File: config.mk
export PLATFORM = sky130hd
export DESIGN_NAME = cmp_rgb_bist_flat
export DESIGN_NICKNAME = d
export VERILOG_FILES = /design/src/rtl/cmp_rgb_pkg.sv /design/src/rtl/cmp_rgb_bist_if.sv /design/src/rtl/cmp_rgb_bist.sv /design/src/flat_wrapper.sv
export SDC_FILE = /design/constraint.sdc
export NUM_CORES = 1
export LEC_CHECK = 0
export ABC_AREA = 1
export CAP_MARGIN = 20
export CORE_AREA = 3 3 73 58
export DETAILED_ROUTE_END_ITERATION = 10
export DIE_AREA = 0 0 76 61
export PLACE_DENSITY_LB_ADDON = 0.3
export SETUP_SLACK_MARGIN = 0.5
export SYNTH_ARGS = -nofsm -noshare
export SYNTH_HDL_FRONTEND = slang
export SYNTH_SLANG_ARGS = --single-unit
File: constraint.sdc
create_clock -name clk -period 3.5 [get_ports clk]
set_input_delay 1.05 -clock clk [delete_from_list [all_inputs] [get_ports clk]]
set_output_delay 1.05 -clock clk [all_outputs]
set_load 0.02 [all_outputs]
File: src/rtl/cmp_rgb_pkg.sv
// Shared types and the reference comparator function for the RGB comparator self-test engine.
package cmp_rgb_pkg;

    typedef enum logic [1:0] {
        IDLE = 2'd0,
        RUN  = 2'd1,
        DONE = 2'd2
    } bist_state_t;

    // Expected {r,g,b} for vec = {a1,a0,b1,b0}: r = A>B, g = A==B, b = A<B.
    function automatic logic [2:0] golden_rgb(input logic [3:0] vec);
        logic [1:0] a_val;
        logic [1:0] b_val;
        a_val = vec[3:2];
        b_val = vec[1:0];
        return {(a_val > b_val), (a_val == b_val), (a_val < b_val)};
    endfunction

endpackage

File: src/rtl/cmp_rgb_bist_if.sv
// Operand/response bus between the self-test engine and the comparator under test.
interface cmp_rgb_bist_if;
    logic a1;
    logic a0;
    logic b1;
    logic b0;
    logic r;
    logic g;
    logic b;

    modport master (output a1, a0, b1, b0, input r, g, b);
    modport slave  (input a1, a0, b1, b0, output r, g, b);
endinterface

File: src/rtl/cmp_rgb_bist.sv
// Sweeps all 16 operand combinations into the comparator, holds each for DWELL cycles,
// samples r,g,b once per vector and accumulates pass/fail, failure count and first failing vector.
module cmp_rgb_bist
    import cmp_rgb_pkg::*;
#(
    parameter int DWELL = 4
) (
    input  logic                  clk,
    input  logic                  rst_n,
    input  logic                  start,
    cmp_rgb_bist_if.master        cmp,
    output logic                  busy,
    output logic                  done,
    output logic                  pass,
    output logic [4:0]            fail_count,
    output logic [3:0]            first_fail_vec
);

    localparam int              CNT_W    = $clog2(DWELL + 1);
    localparam logic [CNT_W-1:0] CNT_LAST = CNT_W'(DWELL - 1);

    bist_state_t       state_q, state_d;
    logic [3:0]        vec_q, vec_d;
    logic [CNT_W-1:0]  cnt_q, cnt_d;
    logic              busy_q, busy_d;
    logic              done_q, done_d;
    logic              pass_q, pass_d;
    logic [4:0]        fail_count_q, fail_count_d;
    logic [3:0]        first_fail_q, first_fail_d;
    logic              mismatch;

    assign mismatch = ({cmp.r, cmp.g, cmp.b} != golden_rgb(vec_q));

    always_comb begin
        state_d      = state_q;
        vec_d        = vec_q;
        cnt_d        = cnt_q;
        busy_d       = busy_q;
        done_d       = done_q;
        pass_d       = pass_q;
        fail_count_d = fail_count_q;
        first_fail_d = first_fail_q;
        case (state_q)
            IDLE, DONE: begin
                if (start) begin
                    state_d      = RUN;
                    vec_d        = 4'h0;
                    cnt_d        = '0;
                    busy_d       = 1'b1;
                    done_d       = 1'b0;
                    pass_d       = 1'b0;
                    fail_count_d = 5'd0;
                    first_fail_d = 4'h0;
                end
            end
            RUN: begin
                if (cnt_q == CNT_LAST) begin
                    // Single sample per vector, taken on the last dwell cycle.
                    if (mismatch) begin
                        fail_count_d = fail_count_q + 5'd1;
                        if (fail_count_q == 5'd0) begin
                            first_fail_d = vec_q;
                        end
                    end
                    if (vec_q == 4'hF) begin
                        state_d = DONE;
                        busy_d  = 1'b0;
                        done_d  = 1'b1;
                        pass_d  = (fail_count_d == 5'd0);
                    end else begin
                        vec_d = vec_q + 4'h1;
                        cnt_d = '0;
                    end
                end else begin
                    cnt_d = cnt_q + CNT_W'(1);
                end
            end
            default: state_d = IDLE;
        endcase
    end

    always_ff @(posedge clk or negedge rst_n) begin
        if (!rst_n) begin
            state_q      <= IDLE;
            vec_q        <= 4'h0;
            cnt_q        <= '0;
            busy_q       <= 1'b0;
            done_q       <= 1'b0;
            pass_q       <= 1'b0;
            fail_count_q <= 5'd0;
            first_fail_q <= 4'h0;
        end else begin
            state_q      <= state_d;
            vec_q        <= vec_d;
            cnt_q        <= cnt_d;
            busy_q       <= busy_d;
            done_q       <= done_d;
            pass_q       <= pass_d;
            fail_count_q <= fail_count_d;
            first_fail_q <= first_fail_d;
        end
    end

    assign cmp.a1         = vec_q[3];
    assign cmp.a0         = vec_q[2];
    assign cmp.b1         = vec_q[1];
    assign cmp.b0         = vec_q[0];
    assign busy           = busy_q;
    assign done           = done_q;
    assign pass           = pass_q;
    assign fail_count     = fail_count_q;
    assign first_fail_vec = first_fail_q;

endmodule

File: src/flat_wrapper.sv
// flat-port wrapper written by rule: the top's interface ports become plain ports
module cmp_rgb_bist_flat import cmp_rgb_pkg::*;
#(
    parameter int DWELL = 4
)
  (clk, rst_n, start, busy, done, pass, fail_count, first_fail_vec, cmp_a1, cmp_a0, cmp_b1, cmp_b0, cmp_r, cmp_g, cmp_b);
  cmp_rgb_bist_if cmp_i ();
  input  logic clk;
  input  logic rst_n;
  input  logic start;
  output logic busy;
  output logic done;
  output logic pass;
  output logic [4:0] fail_count;
  output logic [3:0] first_fail_vec;
  output wire logic [$bits(cmp_i.a1)-1:0] cmp_a1;
  output wire logic [$bits(cmp_i.a0)-1:0] cmp_a0;
  output wire logic [$bits(cmp_i.b1)-1:0] cmp_b1;
  output wire logic [$bits(cmp_i.b0)-1:0] cmp_b0;
  input wire logic [$bits(cmp_i.r)-1:0] cmp_r;
  input wire logic [$bits(cmp_i.g)-1:0] cmp_g;
  input wire logic [$bits(cmp_i.b)-1:0] cmp_b;
  assign cmp_a1 = cmp_i.a1;
  assign cmp_a0 = cmp_i.a0;
  assign cmp_b1 = cmp_i.b1;
  assign cmp_b0 = cmp_i.b0;
  assign cmp_i.r = cmp_r;
  assign cmp_i.g = cmp_g;
  assign cmp_i.b = cmp_b;
  cmp_rgb_bist #(.DWELL(DWELL)) u_core (.clk(clk), .rst_n(rst_n), .start(start), .cmp(cmp_i), .busy(busy), .done(done), .pass(pass), .fail_count(fail_count), .first_fail_vec(first_fail_vec));
endmodule
Yosys cells after proc, flatten, opt, wreduce, memory -nomap -nowiden
Index checks and enable logic that the tools add are counted.
{ "classes": {"n_div": 0, "muxes": 33, "multipliers": 0, "magnitude_cmp": 2, "n_reduce_logical": 11, "n_shift": 0, "n_addsub": 3, "n_bitwise": 0, "eq_ne": 13} }
{ "op_table": {"columns": ["operator", "n"], "rows": [
  ["two-way mux 5 bit", 5],
  ["two-way mux 4 bit", 6],
  ["one-hot mux 4 bit (2 select lines)", 2],
  ["logical NOT 5 bit", 2],
  ["one-hot mux 5 bit (2 select lines)", 1],
  ["two-way mux 3 bit", 3],
  ["AND reduction 3 bit", 3],
  ["two-way mux 1 bit", 8],
  ["inequality test 2 x 1 -> 1 bit (second input constant)", 4],
  ["AND reduction 4 bit", 2],
  ["two-way mux 2 bit", 3],
  ["one-hot mux 1 bit (2 select lines)", 3],
  ["one-hot mux 3 bit (2 select lines)", 1],
  ["adder 5 x 1 -> 5 bit (second input constant)", 1],
  ["AND reduction 5 bit", 1],
  ["adder 4 x 1 -> 4 bit (second input constant)", 1],
  ["equality test 4 bit (second input constant)", 1],
  ["inequality test 2 bit (second input constant)", 2],
  ["one-hot mux 2 bit (2 select lines)", 1],
  ["adder 3 x 1 -> 3 bit (second input constant)", 1],
  ["equality test 3 x 2 -> 1 bit (second input constant)", 1],
  ["inequality test 3 bit", 1],
  ["inequality test 3 bit (second input constant)", 1],
  ["equality test 2 x 1 -> 1 bit (second input constant)", 1],
  ["7 further kinds", 7]
]} }
{ "totals": {"out_inout_bits": 16, "ff_bits": 21, "n_memories": 0, "inputBits": 6, "mem_bits_ro": 0, "latchBits": 0, "mem_bits_rw": 0} }

Depth between registers and ports, before layout
{ "logic_depth": {"depth_word": 9, "mapped_depth": 15, "mapped_depth_nobuf": 15} }

Worst setup path before layout
Ideal clock, no wire load.
{ "synth_timing": {"kind": "input port to flip-flop", "start": "in cmp_g", "end": "reg u_core.pass_q, in the netlist u_core.pass", "path_slack_ns": 1.606, "t_arrival_ns": 1.778, "n_path_buf": 0, "setup_ns": 0.116, "cell_stages": 7, "cell_sequence": "xnor2_1 nor2_4 nand2_4 o21ai_0 nor2_1 nand2_1 nand2_1"} }
{ "synth_between": {"elab_chain_len": 8} }
{ "synth_lines": {"columns": ["item", "line_no", "rtl"], "rows": [
  ["from (decl)", "flat_wrapper.sv:21", "input wire logic [$bits(cmp_i.g)-1:0] cmp_g;"],
  ["inequality test 3 bit", "cmp_rgb_bist.sv:32", "assign mismatch = ({cmp.r, cmp.g, cmp.b} != golden_rgb(vec_q));"],
  ["two-way mux 5 bit", "cmp_rgb_bist.sv:59", "if (mismatch) begin"],
  ["two-way mux 5 bit", "cmp_rgb_bist.sv:57", "if (cnt_q == CNT_LAST) begin"],
  ["two-way mux 5 bit", "cmp_rgb_bist.sv:43", "case (state_q)"],
  ["logical NOT 5 bit", "cmp_rgb_bist.sv:69", "pass_d = (fail_count_d == 5'd0);"],
  ["two-way mux 1 bit", "cmp_rgb_bist.sv:65", "if (vec_q == 4'hF) begin"],
  ["two-way mux 1 bit", "cmp_rgb_bist.sv:57", null],
  ["one-hot mux 1 bit (2 select lines)", "cmp_rgb_bist.sv:43", null],
  ["to (signal assigned)", "cmp_rgb_bist.sv:98", "pass_q <= pass_d;"],
  ["to (decl)", "cmp_rgb_bist.sv:27", "logic pass_q, pass_d;"]
]} }
No other way between the ends. The select of a mux whose other input is x is not followed.
A chain may end at the register's enable or synchronous reset.

Final worst setup path
{ "layout_timing": {"start": "reg u_core.vec_q[0]", "end": "out cmp_b0"} }
{ "layout_rtl": {"columns": ["item", "line_no", "rtl"], "rows": [
  ["from (decl)", "cmp_rgb_bist.sv:23", "logic [3:0] vec_q, vec_d;"],
  ["from (signal assigned)", "cmp_rgb_bist.sv:94", "vec_q <= vec_d;"],
  ["to (decl)", "flat_wrapper.sv:19", "output wire logic [$bits(cmp_i.b0)-1:0] cmp_b0;"]
]} }
No word-level cell between the ends.

==> run summary <==
In this run the remaining antenna-violating nets after routing total 0. The global-route wire length before repair is 4.429 mm. The first TritonRoute pass finished after 4 iterations. In this run the worst hold path is classified as flop to flop.

TritonCTS built the clock tree. The number of antenna violations at the first check in global routing came out at 0. For the total number of vias, the log shows 1050. The via count of the first global-routing pass is 990. The tree is rooted in a sky130_fd_sc_hd__clkbuf_8. The synthesized netlist devotes 6.104% of its cell area to adder and majority cells. The worst setup path is captured at a primary output. Total negative setup slack: 0 ns. The synthesized netlist devotes 30.62% of its cell area to simple gates. The most area-hungry cell type in the Yosys netlist is sky130_fd_sc_hd__dfrtp_1. After detailed placement, the design holds a cell count of 227. At the pin with the least slew margin, the transition time is 0.3557 ns. The count of instances resized after the clock tree is built came out at 0. For this run, the slowest stage of the critical path takes 0.65 ns. By area, the combinational part of the netlist is dominated by simple AND/OR/NAND/NOR gates. Once detailed placement completed, the half-perimeter wirelength came to 1.904 mm.

The post-detailed-route via-to-cell ratio was 4.526. Number of register bits inferred by synthesis: 21. The total count of max-transition violations in the final report came out at 0.

The startpoint identified for the worst register-to-register timing path is u_core.vec_q[1]. The insertion delay to the later sink of the worst-skew pair came out at 0.26 ns. For hold timing, the worst endpoint is u_core.cnt_q[1]. In this run the horizontal extent of the chip is 76 um. Routability-driven placement finished with a final weighted congestion of 0.8194. The worst hold path passes through 2 cells. The routed design has 2.482 mm of wire. Sorting the synthesized cells by area gives the leading types as sky130_fd_sc_hd__dfrtp_1 43%, sky130_fd_sc_hd__nand2_1 12%, sky130_fd_sc_hd__ha_1 6.1%. The tightest hold path in the finished design has a slack of 0.4823 ns.

The number of antenna cells inserted is 0, and the standby leakage power is 0.0007468 uW. The layout has 361 filler cells. The number of H-tree branching levels was 1. In this run the tightest slew margin relative to its limit is 76.21%. The flow ran to the end, and the final reports show no timing, DRC or antenna violations. The count of buffers added by post-CTS timing repair for setup came out at 0. The die area was 4636 um2. For this configuration, the core starts out at a cell density of 34.26%. After the first detailed-routing iteration, the DRC count stood at 31. The fraction of layout cells with a size suffix above 1 came out at 10.00%. The logs give 154 for the post-synthesis cell count and 1230 um2 for the netlist area before placement. Multiplexer cells account for 0% of the synthesized area. The total congestion overflow after global routing was 0; the count of endpoints failing setup in the final report was 0. The power density over cell area works out to 927.9 nW/um2. Summed over its instances, the top area cell type makes up 42.73% of the synthesized netlist area.

The synthesized-area fraction occupied by ao, oa, aoi and oai cells is 9.766%. The initialized floorplan defines 19 standard-cell rows. The register-to-register setup slack is 1.63 ns, and the die span in y is 61 um. The critical path in this run is classified as flop to primary output.

For the number of warnings printed during yosys synthesis, the log shows 0. The maximum vdd ir drop was 359.8 uV; the number of I/O pins was 22. The buffers plus inverters on the worst setup path is 1.

The DRC violation count after routing is 0, and the required time at the worst-slack endpoint is 2.45 ns. The tool flagged a number of max-cap violations equal to 0. In this run the deepest clock path goes through 2 buffers.

The run gives 0 as the final count of hold timing violations. Walking the worst path, the cells encountered are clkdlybuf4s50_1. The sequential fraction of the synthesis area was 42.73%.

The logs give 12.05% for the total global-route track usage and 0 for the total of hold buffers inserted after clock tree synthesis. The tools report the type of origin of the critical path as a flop. Of the total synthesized cell area, the portion taken by XOR and XNOR cells is 2.848%. The mean area per synthesized cell works out to 7.987 um2. Along the worst path, the maximum fanout reaches 7. In this run the critical register-to-register path is captured at u_core.pass. Buffers inserted during clock tree synthesis total 3.

The average wire per standard cell works out to 10.70 um. Setup repair after global routing left no endpoint under its margin. The synthesis-to-finish area growth is 27.26%. Leaving out filler cells and counting taps, the final layout contains 232. The minimum period implied by the final worst setup slack works out to 2.416 ns. For the final database, setup skew stands at 0.01003 ns.

The placeable core area is 3590 um2, and the number of stages on the worst setup path is 1. The number of distinct standard cells referenced by the synthesized netlist is 24, and the pin count of the biggest net entering global routing is 22. The final critical-path share of the clock period was 69.04%; the number of I/O port buffers was 21. Measured in cells, the most critical reg-to-reg path has a length of 12. On the critical path, the stage with the largest delay is an instance of sky130_fd_sc_hd__clkdlybuf4s50_1.

Data arrives at the worst endpoint at 1.37 ns. Timing would allow up to 413.9 MHz. On the critical path the largest part of the delay comes from buffers and inverters. For the total nets after synthesis, the log shows 166. The clock input transition at the sequential cells of the worst setup and hold paths came out at 0.08 ns. The tools report the start point of the worst hold path as u_core.cnt_q[1].

At the end of the flow, the number of nets in the layout was 193. Clock tree synthesis found a total of 21 sinks.
-- stage by stage --
| stage | worst slack, ns | cell area, um2 | total power (uW) | util (%) |
|---|---|---|---|---|
| 6_report | 1.084 | 1565 | 1452 | 43.60 |
| 5_1_grt | 0.9969 | 1565 | 1603 | 43.60 |
| 4_1_cts | 1.070 | 1550 | 1471 | 43.19 |
| 3_5_place_dp | 1.018 | 1505 | 1304 | 41.93 |
| 3_3_place_gp | 1.021 | 1505 | 1287 | 41.93 |
| 2_1_floorplan | 1.606 | 1230 | 1036 | - |
-- worst register-to-register path: stages (launching register included) --
cell and delay [ns]:
sky130_fd_sc_hd__dfrtp_1 0.42, sky130_fd_sc_hd__inv_1 0.08, sky130_fd_sc_hd__ha_1 0.31, sky130_fd_sc_hd__nand2_1 0.09, sky130_fd_sc_hd__nand2_1 0.08, sky130_fd_sc_hd__nand2_1 0.07, sky130_fd_sc_hd__nand2_1 0.08, sky130_fd_sc_hd__nor2_4 0.14
sky130_fd_sc_hd__nand2_4 0.09, sky130_fd_sc_hd__o21ai_0 0.22, sky130_fd_sc_hd__nor2_1 0.08, sky130_fd_sc_hd__nand2_1 0.07, sky130_fd_sc_hd__nand2_1 0.04
-- final cells by class --
type	count	area, um2	area share (%)
Multi-Input combinational cell	109	606.8	38.77
Tap cell	52	65.06	4.157
Timing Repair Buffer	22	225.2	14.39
Sequential cell	21	525.5	33.57
Clock buffer	4	45.04	2.878
Inverter	24	97.59	6.235
-- flip-flops by register name, summed over array words and instances, names as in the netlist --
register,cells
u_core.fail_count,5
u_core.first_fail_vec,4
u_core.done,1
u_core.busy,1
u_core.cnt_q,3
u_core.state_q,2
u_core.vec_q,4
u_core.pass,1
-- cell families after synthesis --
group | after synthesis
flops | 21
simple gates | 76
xor+xnor | 4
compound gates | 23
buf+inv | 24
fa+ha+maj | 6
-- per-layer routing --
| metal | GRT usage [%] | up-vias | share of wire, % |
|---|---|---|---|
| met3 | 4.748 | 2 | 5.2 |
| met5 | 0 | - | 0 |
| li1 | - | 542 | - |
| met2 | 20.45 | 21 | 45 |
| met4 | 3.101 | 0 | 0.89 |
| met1 | 14.70 | 485 | 49 |
-- Yosys cell counts, drive strengths merged --
| cell type | n |
|---|---|
| xnor2 | 1 |
| nand2 | 43 |
| inv | 24 |
| ha | 6 |
| nand4 | 1 |
| o22ai | 2 |
| o21ai | 13 |
| nor3 | 1 |
| nand3 | 12 |
| o21a | 1 |
| a21oi | 7 |
| xor2 | 3 |
| dfrtp | 21 |
| nor2 | 19 |
-- report_power, final --
part | switching, uW | internal (uW) | total [uW]
Combinational | 534 | 337 | 871
Clock | 75.6 | 81.0 | 157
Sequential | 85.6 | 339 | 424
-- worst max path at each step --
| stage | to | slack, ns | from |
|---|---|---|---|
| after global placement | u_core.pass | 1.02 | cmp_b |
| after detailed placement | u_core.pass | 1.02 | cmp_b |
| after global routing | cmp_b0 | 1.0 | u_core.vec_q[0] |
| after floorplan | u_core.pass | 1.61 | cmp_g |
| after CTS | cmp_b0 | 1.07 | u_core.vec_q[0] |
| final | cmp_b0 | 1.08 | u_core.vec_q[0] |
-- cell usage in the layout, fill, tap and decap left out, types with 3 or more instances in the layout --
cell / n
sky130_fd_sc_hd__nand2_1: 39
sky130_fd_sc_hd__clkdlybuf4s50_1: 21
sky130_fd_sc_hd__o21ai_0: 12
sky130_fd_sc_hd__nand3_1: 11
sky130_fd_sc_hd__xor2_1: 3
sky130_fd_sc_hd__inv_1: 19
sky130_fd_sc_hd__nor2_1: 15
sky130_fd_sc_hd__a21oi_1: 7
sky130_fd_sc_hd__ha_1: 6
sky130_fd_sc_hd__clkbuf_8: 3
sky130_fd_sc_hd__dfrtp_1: 21
sky130_fd_sc_hd__inv_4: 3
Note: power is estimated with default switching activity, not from simulation.
